--- config.mk ---
export PLATFORM = sky130hd
export DESIGN_NAME = rs_encoder221_flat
export DESIGN_NICKNAME = d
export VERILOG_FILES = /design/src/rtl/rs_pkg.sv /design/src/rtl/rs_encoder221_if.sv /design/src/rtl/rs_encoder221_gf_const_mul.sv /design/src/rtl/rs_encoder221.sv /design/src/flat_wrapper.sv
export SDC_FILE = /design/constraint.sdc
export NUM_CORES = 1
export LEC_CHECK = 0
export ABC_AREA = 0
export CAP_MARGIN = 15
export CORE_ASPECT_RATIO = 1.25
export CORE_UTILIZATION = 60
export DETAILED_ROUTE_END_ITERATION = 6
export PLACE_DENSITY = 0.76
export SLEW_MARGIN = 20
export SYNTH_ARGS = -nofsm -noshare
export SYNTH_HDL_FRONTEND = slang
export SYNTH_SLANG_ARGS = --single-unit
--- constraint.sdc ---
create_clock -name clock -period 11.15 [get_ports clock]
set_clock_uncertainty 0.1 [all_clocks]
set_input_delay 1.115 -clock clock [delete_from_list [all_inputs] [get_ports clock]]
set_output_delay 1.115 -clock clock [all_outputs]
set_load 0.03 [all_outputs]
--- src/rtl/rs_pkg.sv ---
// RS(255,221) shared definitions: GF(2^8) field constants, multiply helper,
// generator polynomial coefficients (computed at elaboration) and FSM states.
// Imported by gf_const_mul and rs_encoder221.
package rs_pkg;

  localparam logic [8:0] GF_POLY = 9'h11D;
  localparam int         RS_N    = 255;
  localparam int         RS_K    = 221;
  localparam int         RS_NPAR = RS_N - RS_K;

  // Coefficients of g(x) below the implicit monic x^34 term, index = degree.
  typedef logic [0:RS_NPAR-1][7:0] gen_t;

  typedef enum logic [1:0] {
    IDLE   = 2'd0,
    MSG    = 2'd1,
    PARITY = 2'd2
  } state_t;

  // Shift-and-add multiply; each doubling reduces by the primitive polynomial.
  function automatic logic [7:0] gf_mul(input logic [7:0] a, input logic [7:0] b);
    logic [7:0] acc;
    logic [7:0] sh;
    acc = 8'h00;
    sh  = a;
    for (int i = 0; i < 8; i++) begin
      if (b[i]) acc = acc ^ sh;
      sh = sh[7] ? ({sh[6:0], 1'b0} ^ GF_POLY[7:0]) : {sh[6:0], 1'b0};
    end
    return acc;
  endfunction

  // Expands prod_{i=1..34} (x + alpha^i); in GF(2^m) subtraction is XOR.
  function automatic gen_t rs_gen_calc();
    logic [0:RS_NPAR][7:0] g;
    logic [7:0]            root;
    gen_t                  res;
    g    = '0;
    g[0] = 8'h01;
    root = 8'h01;
    for (int i = 1; i <= RS_NPAR; i++) begin
      root = gf_mul(root, 8'h02);
      for (int j = i; j >= 1; j--) begin
        g[j] = g[j-1] ^ gf_mul(g[j], root);
      end
      g[0] = gf_mul(g[0], root);
    end
    for (int j = 0; j < RS_NPAR; j++) res[j] = g[j];
    return res;
  endfunction

  localparam gen_t RS_GEN = rs_gen_calc();

endpackage

--- src/rtl/rs_encoder221_if.sv ---
// Byte-stream interface of the RS(255,221) encoder.
// Ports: message side (new_data, data_in, data_ready, optional msg_len) and
// codeword side (codeword_out/valid/start_flag/end_flag, parity_addr).
// msg_len exists only when RS_ENC_SHORTENED_EN is defined.
interface rs_encoder221_if #(parameter int width = 6);

  logic             new_data;
  logic [7:0]       data_in;
  logic             data_ready;
  logic [7:0]       codeword_out;
  logic             codeword_valid;
  logic             codeword_start_flag;
  logic             codeword_end_flag;
  logic [width-1:0] parity_addr;

`ifdef RS_ENC_SHORTENED_EN
  logic [7:0]       msg_len;

  modport master (
    output new_data, data_in, msg_len,
    input  data_ready, codeword_out, codeword_valid,
    input  codeword_start_flag, codeword_end_flag, parity_addr
  );

  modport slave (
    input  new_data, data_in, msg_len,
    output data_ready, codeword_out, codeword_valid,
    output codeword_start_flag, codeword_end_flag, parity_addr
  );
`else
  modport master (
    output new_data, data_in,
    input  data_ready, codeword_out, codeword_valid,
    input  codeword_start_flag, codeword_end_flag, parity_addr
  );

  modport slave (
    input  new_data, data_in,
    output data_ready, codeword_out, codeword_valid,
    output codeword_start_flag, codeword_end_flag, parity_addr
  );
`endif

endinterface

--- src/rtl/rs_encoder221_gf_const_mul.sv ---
// GF(2^8) multiply of an 8-bit input by a constant coefficient (pure XOR net).
// Ports: din (operand), dout (din * coef), combinational, no latency.
// coef is fixed per instance, so gf_mul folds down to a constant matrix.
module gf_const_mul
  import rs_pkg::*;
#(
  parameter logic [7:0] coef = 8'h01
) (
  input  logic [7:0] din,
  output logic [7:0] dout
);

  assign dout = gf_mul(din, coef);

endmodule

--- src/rtl/rs_encoder221.sv ---
// Systematic RS(255,221) encoder: forwards L message bytes then appends 34 parity bytes.
// Ports: clock, reset (async, active-high), bus (rs_encoder221_if.slave).
// Outputs registered, 1-cycle latency; data_ready low for the 34 parity cycles.
// Optional macro RS_ENC_SHORTENED_EN: per-codeword length L from bus.msg_len.
module rs_encoder221
  import rs_pkg::*;
#(
  parameter int width           = 6,
  parameter int number_of_coefs = 34,
  parameter int msg_symbols     = 221
) (
  input  logic             clock,
  input  logic             reset,
  rs_encoder221_if.slave   bus
);

  localparam logic [width-1:0] P_LAST = width'(number_of_coefs - 1);
  localparam logic [7:0]       L_FULL = 8'(msg_symbols);

  state_t           state;
  state_t           state_nxt;
  logic [7:0]       par  [0:number_of_coefs-1];
  logic [7:0]       prod [0:number_of_coefs-1];
  logic [7:0]       fb;
  logic [7:0]       msg_count;
  logic [7:0]       len_q;
  logic [7:0]       len_in;
  logic [width-1:0] pcnt;
  logic             data_ready;
  logic             accept;
  logic             last_msg;

  logic [7:0]       cw_out;
  logic             cw_vld;
  logic             cw_sflag;
  logic             cw_eflag;
  logic [width-1:0] paddr;

`ifdef RS_ENC_SHORTENED_EN
  // Out-of-range lengths fall back to the full code.
  assign len_in = (bus.msg_len == 8'd0 || bus.msg_len > L_FULL) ? L_FULL : bus.msg_len;
`else
  assign len_in = L_FULL;
`endif

  assign data_ready = (state != PARITY);
  assign accept     = bus.new_data & data_ready;
  // In IDLE the length register is not loaded yet, so use the live value.
  assign last_msg   = (state == IDLE) ? (len_in == 8'd1) : ((msg_count + 8'd1) == len_q);

  // Division LFSR feedback: incoming byte plus the highest-degree remainder term.
  assign fb = bus.data_in ^ par[number_of_coefs-1];

  for (genvar j = 0; j < number_of_coefs; j++) begin : g_coef
    gf_const_mul #(.coef(RS_GEN[j])) u_mul (
      .din  (fb),
      .dout (prod[j])
    );
  end

  always_comb begin
    state_nxt = state;
    case (state)
      IDLE:    if (accept) state_nxt = last_msg ? PARITY : MSG;
      MSG:     if (accept && last_msg) state_nxt = PARITY;
      PARITY:  if (pcnt == P_LAST) state_nxt = IDLE;
      default: state_nxt = IDLE;
    endcase
  end

  always_ff @(posedge clock or posedge reset) begin
    if (reset) begin
      state     <= IDLE;
      msg_count <= 8'd0;
      len_q     <= L_FULL;
      pcnt      <= '0;
      for (int j = 0; j < number_of_coefs; j++) par[j] <= 8'h00;
      cw_out    <= 8'h00;
      cw_vld    <= 1'b0;
      cw_sflag  <= 1'b0;
      cw_eflag  <= 1'b0;
      paddr     <= '0;
    end else begin
      state    <= state_nxt;
      cw_vld   <= 1'b0;
      cw_sflag <= 1'b0;
      cw_eflag <= 1'b0;
      paddr    <= '0;
      case (state)
        IDLE, MSG: begin
          if (accept) begin
            par[0] <= prod[0];
            for (int j = 1; j < number_of_coefs; j++) par[j] <= par[j-1] ^ prod[j];
            cw_out <= bus.data_in;
            cw_vld <= 1'b1;
            if (state == IDLE) begin
              cw_sflag  <= 1'b1;
              msg_count <= 8'd1;
              len_q     <= len_in;
            end else begin
              msg_count <= msg_count + 8'd1;
            end
          end
        end
        PARITY: begin
          cw_out <= par[number_of_coefs-1];
          cw_vld <= 1'b1;
          paddr  <= pcnt;
          par[0] <= 8'h00;
          for (int j = 1; j < number_of_coefs; j++) par[j] <= par[j-1];
          if (pcnt == P_LAST) begin
            cw_eflag  <= 1'b1;
            pcnt      <= '0;
            msg_count <= 8'd0;
            for (int j = 0; j < number_of_coefs; j++) par[j] <= 8'h00;
          end else begin
            pcnt <= pcnt + 1'b1;
          end
        end
        default: ;
      endcase
    end
  end

  assign bus.data_ready          = data_ready;
  assign bus.codeword_out        = cw_out;
  assign bus.codeword_valid      = cw_vld;
  assign bus.codeword_start_flag = cw_sflag;
  assign bus.codeword_end_flag   = cw_eflag;
  assign bus.parity_addr         = paddr;

endmodule

--- src/flat_wrapper.sv ---
// flat-port wrapper written by rule: the top's interface ports become plain ports
module rs_encoder221_flat import rs_pkg::*;
#(
  parameter int width           = 6,
  parameter int number_of_coefs = 34,
  parameter int msg_symbols     = 221
)
  (clock, reset, bus_new_data, bus_data_in, bus_data_ready, bus_codeword_out, bus_codeword_valid, bus_codeword_start_flag, bus_codeword_end_flag, bus_parity_addr);
  rs_encoder221_if #(.width(width)) bus_i ();
  input  logic clock;
  input  logic reset;
  input wire logic [$bits(bus_i.new_data)-1:0] bus_new_data;
  input wire logic [$bits(bus_i.data_in)-1:0] bus_data_in;
  output wire logic [$bits(bus_i.data_ready)-1:0] bus_data_ready;
  output wire logic [$bits(bus_i.codeword_out)-1:0] bus_codeword_out;
  output wire logic [$bits(bus_i.codeword_valid)-1:0] bus_codeword_valid;
  output wire logic [$bits(bus_i.codeword_start_flag)-1:0] bus_codeword_start_flag;
  output wire logic [$bits(bus_i.codeword_end_flag)-1:0] bus_codeword_end_flag;
  output wire logic [$bits(bus_i.parity_addr)-1:0] bus_parity_addr;
  assign bus_i.new_data = bus_new_data;
  assign bus_i.data_in = bus_data_in;
  assign bus_data_ready = bus_i.data_ready;
  assign bus_codeword_out = bus_i.codeword_out;
  assign bus_codeword_valid = bus_i.codeword_valid;
  assign bus_codeword_start_flag = bus_i.codeword_start_flag;
  assign bus_codeword_end_flag = bus_i.codeword_end_flag;
  assign bus_parity_addr = bus_i.parity_addr;
  rs_encoder221 #(.width(width), .number_of_coefs(number_of_coefs), .msg_symbols(msg_symbols)) u_core (.clock(clock), .reset(reset), .bus(bus_i));
endmodule
-- Yosys cells after proc, flatten, opt, wreduce, memory -nomap -nowiden
Cells that the tools add are included.
- order comparisons: 0
- reduce and logical (&&, ||, !) cells: 7
- eq/ne operators: 9
- shifts and indexed selects: 0
- multiplexer cells: 31
- $add $sub $neg: 2
- bitwise operators: 99
- divide/modulo/power cells: 0
- $mul: 0
- operators with widths (kind ; number):
    8-bit bitwise XOR ; 91
    272-bit one-hot mux with 2 select lines ; 1
    272-bit 2-to-1 mux ; 1
    264-bit 2-to-1 mux ; 1
    5-bit 2-to-1 mux ; 7
    8-bit 2-to-1 mux ; 4
    8-bit one-hot mux with 2 select lines ; 2
    4-bit inverter ; 7
    6-bit 2-to-1 mux ; 2
    8-bit by 1-bit adder with 8-bit output (second input constant) ; 1
    8-bit == test (second input constant) ; 1
    2-bit 2-to-1 mux ; 4
    2-bit by 1-bit != test with 1-bit output (second input constant) ; 4
    1-bit 2-to-1 mux ; 7
    6-bit by 1-bit adder with 6-bit output (second input constant) ; 1
    6-bit == test (second input constant) ; 1
    2-bit one-hot mux with 3 select lines ; 1
    3-bit AND reduction ; 2
    2-bit by 1-bit == test with 1-bit output (second input constant) ; 1
    2-bit == test (second input constant) ; 1
    2-bit zero test ; 1
    2-bit != test (second input constant) ; 1
    1-bit one-hot mux with 2 select lines ; 1
    2-bit AND reduction ; 1
    other kinds (4) ; 4
- word-level logic and storage cells: 190
- register bits: 305
- output and inout port bits: 18
- memories kept: 0
- bits in latches: 0
- ROM bits: 0
- RAM bits: 0
- input bits: 11

-- Depth between registers and ports, before layout
- depth in word-level cells: 19
- depth in mapped cells: 9
- depth with buffers taken out: 9

-- Cells and area by module
From an unflattened synthesis, not the netlist that was laid out.
- cell total of the unflattened synthesis: 2667
- area, all modules: 22447.8 sq um
- modules (own cells, without submodules) (module ; cells an instance ; times used ; area an instance (sq um) ; seq. area each (sq um)):
    rs_encoder221 ; 2169 ; 1 ; 16354.4 ; 7632.3
    gf_const_mul at u_core.g_coef[11].u_mul ... ; 14 ; 2 ; 231.5 ; 0.0
    gf_const_mul at u_core.g_coef[10].u_mul ... ; 13 ; 2 ; 150.1 ; 0.0
    gf_const_mul at u_core.g_coef[27].u_mul ; 17 ; 1 ; 255.2 ; 0.0
    gf_const_mul at u_core.g_coef[0].u_mul ; 17 ; 1 ; 247.7 ; 0.0
    gf_const_mul at u_core.g_coef[1].u_mul ; 16 ; 1 ; 247.7 ; 0.0
    gf_const_mul at u_core.g_coef[8].u_mul ; 15 ; 1 ; 245.2 ; 0.0
    gf_const_mul at u_core.g_coef[26].u_mul ... ; 13 ; 2 ; 121.4 ; 0.0
    gf_const_mul at u_core.g_coef[6].u_mul ; 12 ; 1 ; 241.5 ; 0.0
    gf_const_mul at u_core.g_coef[25].u_mul ; 16 ; 1 ; 236.5 ; 0.0
    gf_const_mul at u_core.g_coef[21].u_mul ... ; 13 ; 2 ; 108.9 ; 0.0
    gf_const_mul at u_core.g_coef[33].u_mul ; 14 ; 1 ; 209.0 ; 0.0
    gf_const_mul at u_core.g_coef[3].u_mul ; 19 ; 1 ; 209.0 ; 0.0
    gf_const_mul at u_core.g_coef[20].u_mul ; 16 ; 1 ; 207.7 ; 0.0
    +17 rows ; -- ; -- ; -- ; --

-- Worst setup path before layout
No wires, ideal clock.
- path type: input-to-reg
- from: in bus_data_in[3]
- to: reg u_core.par[147] (netlist name)
- path slack: 7.990 ns
- setup time: 0.076 ns
- required time: 10.974 ns
- data arrival time: 2.983 ns
- stages on the path: 6
- path buffers: 0
- path through: xnor2_2 -> xnor3_2 -> xor3_1 -> nor2_2 -> mux2_1 -> o21ai_1
- word-level cells in the longest chain between the ends: 7
- ends and longest elaborated chain (element ; line ; source):
    from (decl) ; flat_wrapper.sv:13 ; input wire logic [$bits(bus_i.data_in)-1:0] bus_data_in;
    8-bit bitwise XOR ; rs_encoder221.sv:52 ; assign fb = bus.data_in ^ par[number_of_coefs-1];
    8-bit bitwise XOR (3 in a row) ; rs_pkg.sv:27 ; if (b[i]) acc = acc ^ sh;
    8-bit bitwise XOR ; rs_encoder221.sv:93 ; for (int j = 1; j < number_of_coefs; j++) par[j] <= par[j-1] ^ prod[j];
    272-bit 2-to-1 mux ; rs_encoder221.sv:91 ; if (accept) begin
    272-bit one-hot mux with 2 select lines ; rs_encoder221.sv:89 ; case (state)
    to (decl) ; rs_encoder221.sv:22 ; logic [7:0] par [0:number_of_coefs-1];
No other way between the ends. The select of a mux whose other input is x is not followed.
A chain may end at the register's enable or synchronous reset.

-- Final worst setup path
- from: reg u_core.state[1]
- to: out bus_data_ready
- word-level cells in the longest chain between the ends: 1
- ends and longest elaborated chain (element ; line ; source):
    from (decl) ; rs_encoder221.sv:20 ; state_t state;
    from (signal assigned) ; rs_encoder221.sv:84 ; state <= state_nxt;
    2-bit != test ; rs_encoder221.sv:46 ; assign data_ready = (state != PARITY);
    to (decl) ; flat_wrapper.sv:14 ; output wire logic [$bits(bus_i.data_ready)-1:0] bus_data_ready;
No other way between the ends.

==> flow_summary.ini <==
[outcome]
status = finished with violations
failed_checks = design-rule violations

[clock_network]
post_cts_resized = 0
post_cts.repair.setup_buffers = 0
clock_latency_ps = 570
cts_tree = built
ctsHoldBuffers = 0
path_clk_slew_ps = 70
h-tree-depth = 1
cts_sinks = 305
root_buffer = clkbuf_16
cts_buffer_depth = 3
cts_made_buffers = 30

[synthesis]
synth_warnings = 0
synth_area_leaders = dfrtp_1 (44%), xnor2_1 (9.1%), nand2_1 (6.2%), o21ai_0 (5.6%), xnor3_1 (4.9%)
netlist_area_mm2 = 0.01739
netlist_top_cells_count = dfrtp_1 (305), nand2_1 (289), o21ai_0 (195)
synth.net_count = 1842
syn-instance-count = 1827
synth_cell_types = 64
synth_seq_cells = 305
synth_edf_count = 0
synth_area_leader_cell = dfrtp_1
yosysMostFrequentCell = dfrtp_1
synth.avg_cell_area_um2 = 9.521
synth_seq_area_share_pct = 43.88
ys_async_sr_fraction_pct = 100.0
yosysTopAreaCellShare_pct = 43.88
ys.flop_type = dfrtp_1

[sta]
hold_viol = 0
worstMarginPinSlew_ps = 1062
rsz0062_at_grt = false
slew_viol_final = 0
fin_crit_sh_pct = 37.08
min_period_ps = 4134
hold_slack_ps = 375.0
fin_tns_setup_ps = 0
clock.fmax_ghz = 0.2419
setup_violations = 0
slew_headroom_pct = 29.21

[route]
wirelength_um = 53400
firstDrtPassIters = 7
vias = 14340
drtIter0Drc = 1655
routedWlPerCell_um = 24.56
ant_nets = 0
drc_errors = 1
via_per_inst = 6.595

[cells_and_area]
fill_cells = 2237
drive_above_1_share_pct = 7.756
multiInputGateArea_mm2 = 0.009124
register_area_mm2 = 0.007632
area_growth_pct = 8.805
num-nets-final = 1811

[min_path]
hold_start = u_core.bus.codeword_out[4]
hold-path-endpoint = u_core.bus.codeword_out[4]
hp-class = flop to flop
hold_path_depth = 2

[die]
dieArea_mm2 = 0.02968
start_util_pct = 61.05
core_mm2 = 0.02849
ioPinCount = 29
fp.dieH_um = 192.4
die_x_um = 154.3
row_count = 69

[critical_path]
worstPathRequired_ps = 9940
r2r_start = u_core.state[1]
cp-end-kind = output pin
cp_top_family = buffers and inverters
path_cells = nor2b_4 > buf_4 > inv_2 > clkdlybuf4s50_1
startpoint_type = flop
r2r_cells = 9
critPathKind = flop to output pin
r2r_end = u_core.par[166]
regToRegSetupSlack_ps = 7020
path_max_fanout = 52
cp_data_arrival_time_ps = 2920
cp.depth = 4
startpoint = u_core.state[1]
max_stage_delay_ps = 800
cpMaxStageDelayCell = clkdlybuf4s50_1
path_buf_inv = 3

[global_routing]
grt_max_degree = 169
grt-ovfl-total = 0
antenna_found_initial = 1
grt_pass1_vias = 13800
grt_util_all_layers_pct = 36.79
grt_pass1_wl_um = 82280

[placed_design]
place_hpwl_um = 33620
gp_congestion = 0.9618
portBuffers = 28

[job]
maxCapViolations = 0
[worst register-to-register path: stages, from the launching register on]
cell and delay, ps:
dfrtp_1 440, nor2b_4 150, buf_4 300, inv_2 650
nor2_4 70, buf_4 350, nor2_4 540, buf_4 830
a211oi_1 230, a311o_1 360
[final cells by class]
class / instances / area share, %
timing repair buffer: 66 / 3.054
multi-input combinational: 1350 / 48.21
clock buffer: 47 / 4.839
inverter: 43 / 0.8925
tap: 355 / 2.347
antenna: 1 / 0.01322
clock inverter: 7 / 0.3173
sequential: 305 / 40.33
[layer usage]
| metal | track usage (%) | vias to the layer above | share of wire, % |
|---|---|---|---|
| met5 | 0 | - | 0 |
| met4 | 23.88 | 0 | 7.0 |
| met3 | 5.816 | 213 | 9.3 |
| met2 | 57.47 | 830 | 46 |
| met1 | 48.08 | 7038 | 38 |
| li1 | - | 6256 | - |
[registers in the layout, summed over array words and instances, names as in the netlist]
| register | cells |
|---|---|
| u_core.bus.codeword_start_flag | 1 |
| u_core.par | 272 |
| u_core.msg_count | 8 |
| u_core.bus.codeword_end_flag | 1 |
| u_core.bus.codeword_valid | 1 |
| u_core.state | 2 |
| u_core.pcnt | 6 |
| u_core.bus.parity_addr | 6 |
| u_core.bus.codeword_out | 8 |
[cells in the final DEF (no fill, tap or decap), drive strengths merged, types with 46 or more instances in the layout]
cell type  Yosys  routed
a21oi        102     102
a22o          46      46
clkbuf       100      47
dfrtp        305     305
nand2        289     289
nor2          92      92
nor3          55      55
o21ai        233     233
o22ai         59      59
xnor2        198     198
[through the flow]
step	setup slack (ps)	utilization (%)	instances	instance area, um^2
floorplan	1504	-	1827	17390
global placement	6831	63.00	2119	17950
detailed placement	6745	63.00	2119	17950
CTS	7037	66.42	2173	18920
global route	6911	66.42	2173	18920
finish	7016	66.43	2174	18930
[cell families after synthesis]
| group | synth area share [%] |
|---|---|
| buf+inv | 4.035 |
| compound gates | 18.70 |
| xor+xnor | 19.60 |
| simple gates | 11.72 |
| flops | 43.88 |
| mux | 1.784 |
| fa+ha+maj | 0.2877 |
[worst max path at each step]
stage                                   endpoint
global route                     u_core.par[166]
CTS                               bus_data_ready
detailed placement                u_core.par[52]
global placement                 u_core.par[261]
floorplan           u_core.bus.codeword_end_flag
finish                            bus_data_ready
Power is left out: the tool's default activity adds up to more than one toggle a clock period on the data nets, which glitch-free logic cannot reach.
